<file path="config.mk">
export PLATFORM = sky130hd
export DESIGN_NAME = branch_resolve_unit
export DESIGN_NICKNAME = d
export VERILOG_FILES = /design/src/rtl/branch_resolve_unit.sv
export SDC_FILE = /design/constraint.sdc
export NUM_CORES = 1
export LEC_CHECK = 0
export CORE_ASPECT_RATIO = 0.75
export CORE_MARGIN = 2
export CORE_UTILIZATION = 45
export DETAILED_ROUTE_END_ITERATION = 8
export GPL_TIMING_DRIVEN = 1
export PLACE_DENSITY = 0.76
export SLEW_MARGIN = 20
export SYNTH_ARGS = -nofsm -noshare
export SYNTH_HDL_FRONTEND = slang
export SYNTH_SLANG_ARGS = --single-unit
</file>
<file path="constraint.sdc">
create_clock -name i_clk -period 4.9 [get_ports i_clk]
set_input_delay 0.98 -clock i_clk [delete_from_list [all_inputs] [get_ports i_clk]]
set_output_delay 0.98 -clock i_clk [all_outputs]
set_load 0.02 [all_outputs]
</file>
<file path="src/rtl/branch_resolve_unit.sv">
// -----------------------------------------------------------------------------
// branch_resolve_unit
//
// Execute-stage resolver for conditional branches (BEQ/BNE/BLT/BGE/BLTU/BGEU).
// It turns the comparator flags into a taken/not-taken decision and computes
// the next PC. The result is checked against the fetch-time prediction. On a
// mispredict it issues a registered redirect and holds a front-end flush for
// FLUSH_CYCLES cycles. It also owns the 2-bit saturating BHT that fetch reads
// and resolution trains.
//
// Ports
//   i_clk, i_rst          clock (rising edge), asynchronous active-high reset
//   i_valid               branch in execute, comparator flags valid
//   i_funct3              branch funct3
//   i_gt, i_lt, i_eq      comparator results
//   o_sign                comparator signedness select (combinational)
//   i_pc, i_imm           branch PC and sign-extended B-immediate
//   i_pred_taken          prediction used at fetch
//   i_lookup_pc           fetch lookup PC for the BHT read port
//   o_predict             BHT prediction for i_lookup_pc (combinational)
//   o_redirect            one-cycle redirect pulse (registered)
//   o_redirect_pc         redirect target, valid while o_redirect is high
//   o_flush               front-end kill (registered)
//   o_misalign            one-cycle pulse: taken target not 4-byte aligned
//   o_illegal             one-cycle pulse: reserved funct3 (010/011)
//   o_branch_cnt          count of accepted legal branches
//   o_mispred_cnt         count of accepted mispredicts that redirected
// -----------------------------------------------------------------------------
module branch_resolve_unit #(
   parameter int unsigned BHT_ENTRIES  = 16,
   parameter int unsigned FLUSH_CYCLES = 2
) (
   input  logic        i_clk,
   input  logic        i_rst,
   input  logic        i_valid,
   input  logic [2:0]  i_funct3,
   input  logic        i_gt,
   input  logic        i_lt,
   input  logic        i_eq,
   output logic        o_sign,
   input  logic [31:0] i_pc,
   input  logic [31:0] i_imm,
   input  logic        i_pred_taken,
   input  logic [31:0] i_lookup_pc,
   output logic        o_predict,
   output logic        o_redirect,
   output logic [31:0] o_redirect_pc,
   output logic        o_flush,
   output logic        o_misalign,
   output logic        o_illegal,
   output logic [31:0] o_branch_cnt,
   output logic [31:0] o_mispred_cnt
);

   localparam int unsigned IDX   = $clog2(BHT_ENTRIES);
   // Keep the flush counter at least one bit wide so FLUSH_CYCLES=1 still works.
   localparam int unsigned CTR_W = (FLUSH_CYCLES > 1) ? $clog2(FLUSH_CYCLES) : 1;

   typedef enum logic {
      StIdle,
      StFlush
   } state_e;

   // ---------------------------------------------------------------------------
   // State
   // ---------------------------------------------------------------------------
   state_e             state_q, state_d;
   logic [CTR_W-1:0]   flush_ctr_q, flush_ctr_d;
   logic [1:0]         bht_q [BHT_ENTRIES];
   logic [1:0]         bht_d [BHT_ENTRIES];
   logic               redirect_q, redirect_d;
   logic [31:0]        redirect_pc_q, redirect_pc_d;
   logic               flush_q, flush_d;
   logic               misalign_q, misalign_d;
   logic               illegal_q, illegal_d;
   logic [31:0]        branch_cnt_q, branch_cnt_d;
   logic [31:0]        mispred_cnt_q, mispred_cnt_d;

   // ---------------------------------------------------------------------------
   // Resolution datapath
   // ---------------------------------------------------------------------------
   logic           accept;
   logic           is_illegal;
   logic           taken;
   logic [31:0]    target;
   logic           target_misalign;
   logic           mispredict;
   logic           do_branch;
   logic           do_redirect;
   logic [IDX-1:0] upd_idx;
   logic [IDX-1:0] lookup_idx;
   logic           unused_lookup_bits;

   // Funct3[1] distinguishes the unsigned compares (BLTU/BGEU).
   assign o_sign = ~i_funct3[1];

   assign upd_idx    = i_pc[IDX+1:2];
   assign lookup_idx = i_lookup_pc[IDX+1:2];
   // Read before any same-cycle write lands, so a colliding lookup sees the old value.
   assign o_predict  = bht_q[lookup_idx][1];

   assign unused_lookup_bits = ^{i_lookup_pc[31:IDX+2], i_lookup_pc[1:0]};

   // Branches arriving while the front end is being flushed are wrong-path.
   assign accept     = i_valid && (state_q == StIdle);
   assign is_illegal = (i_funct3[2:1] == 2'b01);

   always_comb begin
      taken = 1'b0;
      case (i_funct3)
         3'b000:         taken = i_eq;
         3'b001:         taken = ~i_eq;
         3'b100, 3'b110: taken = i_lt;
         3'b101, 3'b111: taken = i_gt | i_eq;
         default:        taken = 1'b0;
      endcase
   end

   assign target          = taken ? (i_pc + i_imm) : (i_pc + 32'd4);
   assign target_misalign = taken & target[1];
   assign mispredict      = (taken != i_pred_taken);
   assign do_branch       = accept & ~is_illegal;
   // A misaligned target traps elsewhere; it never redirects or flushes here.
   assign do_redirect     = do_branch & mispredict & ~target_misalign;

   // ---------------------------------------------------------------------------
   // FSM: state register
   // ---------------------------------------------------------------------------
   always_ff @(posedge i_clk or posedge i_rst) begin
      if (i_rst) begin
         state_q     <= StIdle;
         flush_ctr_q <= '0;
      end else begin
         state_q     <= state_d;
         flush_ctr_q <= flush_ctr_d;
      end
   end

   // ---------------------------------------------------------------------------
   // FSM: next state
   // ---------------------------------------------------------------------------
   always_comb begin
      state_d     = state_q;
      flush_ctr_d = flush_ctr_q;
      unique case (state_q)
         StIdle: begin
            if (do_redirect) begin
               state_d     = StFlush;
               flush_ctr_d = CTR_W'(FLUSH_CYCLES - 1);
            end
         end
         StFlush: begin
            if (flush_ctr_q == '0) begin
               state_d = StIdle;
            end else begin
               flush_ctr_d = flush_ctr_q - CTR_W'(1);
            end
         end
         default: state_d = StIdle;
      endcase
   end

   // ---------------------------------------------------------------------------
   // FSM: outputs (next values of the registered outputs)
   // ---------------------------------------------------------------------------
   always_comb begin
      redirect_d    = 1'b0;
      redirect_pc_d = redirect_pc_q;
      flush_d       = 1'b0;
      misalign_d    = 1'b0;
      illegal_d     = 1'b0;
      unique case (state_q)
         StIdle: begin
            redirect_d = do_redirect;
            flush_d    = do_redirect;
            misalign_d = do_branch & target_misalign;
            illegal_d  = accept & is_illegal;
            if (do_redirect) begin
               redirect_pc_d = target;
            end
         end
         StFlush: begin
            // Stay high until the counter expires on this edge.
            flush_d = (flush_ctr_q != '0);
         end
         default: ;
      endcase
   end

   // ---------------------------------------------------------------------------
   // BHT training and event counters
   // ---------------------------------------------------------------------------
   always_comb begin
      for (int i = 0; i < int'(BHT_ENTRIES); i++) begin
         bht_d[i] = bht_q[i];
      end
      if (do_branch) begin
         if (taken) begin
            if (bht_q[upd_idx] != 2'b11) begin
               bht_d[upd_idx] = bht_q[upd_idx] + 2'b01;
            end
         end else begin
            if (bht_q[upd_idx] != 2'b00) begin
               bht_d[upd_idx] = bht_q[upd_idx] - 2'b01;
            end
         end
      end
   end

   always_comb begin
      branch_cnt_d  = branch_cnt_q;
      mispred_cnt_d = mispred_cnt_q;
      if (do_branch) begin
         branch_cnt_d = branch_cnt_q + 32'd1;
      end
      if (do_redirect) begin
         mispred_cnt_d = mispred_cnt_q + 32'd1;
      end
   end

   always_ff @(posedge i_clk or posedge i_rst) begin
      if (i_rst) begin
         for (int i = 0; i < int'(BHT_ENTRIES); i++) begin
            bht_q[i] <= 2'b01;
         end
         redirect_q    <= 1'b0;
         redirect_pc_q <= '0;
         flush_q       <= 1'b0;
         misalign_q    <= 1'b0;
         illegal_q     <= 1'b0;
         branch_cnt_q  <= '0;
         mispred_cnt_q <= '0;
      end else begin
         for (int i = 0; i < int'(BHT_ENTRIES); i++) begin
            bht_q[i] <= bht_d[i];
         end
         redirect_q    <= redirect_d;
         redirect_pc_q <= redirect_pc_d;
         flush_q       <= flush_d;
         misalign_q    <= misalign_d;
         illegal_q     <= illegal_d;
         branch_cnt_q  <= branch_cnt_d;
         mispred_cnt_q <= mispred_cnt_d;
      end
   end

   assign o_redirect    = redirect_q;
   assign o_redirect_pc = redirect_pc_q;
   assign o_flush       = flush_q;
   assign o_misalign    = misalign_q;
   assign o_illegal     = illegal_q;
   assign o_branch_cnt  = branch_cnt_q;
   assign o_mispred_cnt = mispred_cnt_q;

endmodule
</file>
==> reports/qor.yml <==
outcome:
  status: "finished clean"
clock_tree:
  cts_buffer_depth: 2
  post-cts-setup-buffers: 0
  cts_buffers: 17
  cts_resized: 0
  cts_tree: "done"
  clockRootBuffer: "clkbuf_16"
  ctsHoldBuffers: 0
  path_clk_slew_ns: 0.06
  clk_latency_ns: 0.41
  clkSinkCount: 133
  htreeDepth: 4
setup_path:
  arrival_ns: 3.23
  crit_family: "buffers and inverters"
  path_cells: "clkdlybuf4s50_1 -> mux4_2 -> mux4_2 -> clkdlybuf4s50_1"
  critPathKind: "in -> out"
  slowest_stage: "clkdlybuf4s50_1"
  crit_path_start_kind: "primary input"
  cp_max_fo: 4
  endpoint_kind: "output port"
  timing.critical_path.buf_inv: 2
  slowest_delay_ns: 0.65
  cp.required_ns: 3.92
synthesis:
  yosysTopAreaCell: "dfrtp_1"
  yosys_most_used_dff: "dfrtp_1"
  ys_seq_area_share_pct: 40.9
  async_flop_share_pct: 100
  synth_edf_count: 0
  syn_area_sq_um: 8190
  synth_cell_types: 61
  yosysWarnings: 0
  yosys.area.top_type_share_pct: 35.7
  syn_inst: 865
  postSynthAreaPerCell_sq_um: 9.47
  synthesis.nets: 1011
  synthTopCellsByArea: "dfrtp_1 36%, xnor2_1 7.9%, ha_1 6.0%"
  ys_ff_latch: 133
drt:
  wirelength_microns: 21700
  num_vias: 7050
  dr.pass1.iters: 6
  first_iter_violations: 439
  drtAntennaViolNets: 0
  drc: 0
  vias_per_cell: 5.39
  routedWlPerCell_microns: 16.6
place:
  port_buffers: 179
  place_congestion: 0.920
  dp.cells: 1277
  hpwl_microns: 16400
flow_run:
  maxCapViolations: 0
sta:
  fin_crit_sh_pct: 86.0
  period_minus_slack_ns: 4.21
  max_freq_mhz: 237
  maxSlewViolCount: 0
  finalSetupTns_ns: 0
  slew_headroom_pct: 49.7
  setup_violations: 0
  worst_pin_slew_ns: 0.755
  finClkSkew_ns: 0.0104
  rsz0062_at_grt: "false"
  hold_viol: 0
grt:
  grt.overflow.total: 0
  grt_use_met2_pct: 36.0
  use_met1_pct: 32.8
  busiest_layer: "met2"
  grt_pass1_vias: 6560
  grt_max_degree: 62
  grtUsageTotal_pct: 22.9
  antenna_found_initial: 0
  grt_use_met3_pct: 4.36
  grt_first_pass_wirelength_microns: 34500
final_layout:
  layout.nets: 1200
  layout_commonest_cell: "clkdlybuf4s50_1"
  drive_gt1_share_pct: 9.75
  areaGrowthSynthToFinish_pct: 33.2
  n_antenna_cell: 0
  finalNonFillerCells: 1309
  layout_common_cells: "179 x clkdlybuf4s50_1, 124 x nand2_1, 117 x dfrtp_1"
die:
  die_w_microns: 160
  fp.dieH_microns: 121
  initial_utilization_pct: 46.1
  die-area_sq_um: 19300
  pin_count: 208
  design.core.area_sq_um: 17800
  rows: 42
worst_hold_path:
  hold_path.class: "reg -> reg"
power:
  vdd_drop_max_uv: 220
  powerDensity_nw_per_um2: 412
  leakagePower_uw: 0.00466
cell type report:
cell class	instances	area, sq um
clock buffers	21	460
well taps	242	303
clock inverters	11	140
repair buffers	193	1900
inverters	25	96.3
fillers	1519	6850
flip-flops and latches	133	3350
multi-input cells	684	4670
Yosys cell counts (2+ instances only):
cell        n
nor2_1     61
o31ai_1     3
a211o_1     3
ha_1       39
and3_1     23
dfrtp_1   117
xor2_1     42
clkbuf_1   21
and2_1      3
o21a_1      4
a311oi_1    2
a31oi_1     2
a211oi_1    4
nor3_1     16
o21ai_1     2
o21bai_1    4
mux4_2     14
o21ai_0    63
inv_1      24
or4b_1      2
nor2b_1     8
mux2i_1     6
dfstp_2    16
nand2_1   124
nand3_1    33
xnor2_1    74
a21o_1      8
or2_1       2
and4_1      4
nor3_2      3
nand4_1    22
a21oi_1    56
o211ai_1    3
o221ai_1    5
nand2b_1    6
a21boi_0    3
mux2_2     18
nor4b_1     2
metrics by stage:
step	setup WS, ns	hold WS [ns]	cell area (sq um)	total power (uW)	util, %
final	0.686	0.475	10900	4490	61.4
after global routing	0.546	0.501	10900	4720	61.4
after CTS	0.667	0.477	10900	4520	61.4
after detailed placement	0.426	0.465	10300	3200	58.1
after global placement	0.278	0.454	10300	3150	58.0
after floorplan	0.392	0.450	8190	2510	-
cells by family (layout without fill, tap and decap cells):
logic type      after synthesis  count (layout)  share of synthesized area, %
simple gates                317             317                          18.5
compound gates              173             173                          12.7
flops                       133             133                          40.9
xor+xnor                    116             116                          12.4
buf+inv                      48             250                          2.25
fa+ha+maj                    40              40                          6.20
mux                          38              38                          7.06
worst register-to-register path, stage by stage (launching register included):
cell and delay [ns]:
dfrtp_1 0.41, nand2b_1 0.18, a21oi_1 0.41, nand4_1 0.36, nor2_1 0.26, nand4_1 0.30, nor3_1 0.50, nand3_1 0.16
xnor2_1 0.15
path summary, 6_finish.rpt:
path	start	endpoint	slack (ns)	cells after the start
worst max-delay path	i_lookup_pc[2]	o_predict	0.69	4
worst min-delay path	o_branch_cnt[31]$_DFFE_PP0P_	o_branch_cnt[31]$_DFFE_PP0P_	0.48	1
worst max register to register	o_flush$_DFF_PP0_	o_branch_cnt[31]$_DFFE_PP0P_	2.07	8
worst min register to register	o_branch_cnt[31]$_DFFE_PP0P_	o_branch_cnt[31]$_DFFE_PP0P_	0.48	1
max in group asynchronous	i_rst	asynchronous set/reset pin	2.93	3
min in group asynchronous	i_rst	o_mispred_cnt[28]$_DFFE_PP0P_	1.06	2
metal layers:
layer | vias to the layer above | share of wire [%]
met5 | - | 0
met4 | 0 | 0.95
met3 | 16 | 5.9
met2 | 224 | 46
met1 | 3364 | 48
li1 | 3446 | -
where the power goes:
group / leakage (uW) / total [uW] / switching, uW / internal (uW)
logic: 0.00268 / 1530 / 782 / 744
clock network: 0.000292 / 1310 / 520 / 791
registers: 0.00169 / 1660 / 221 / 1440
Power figures use the tool's default switching activity.
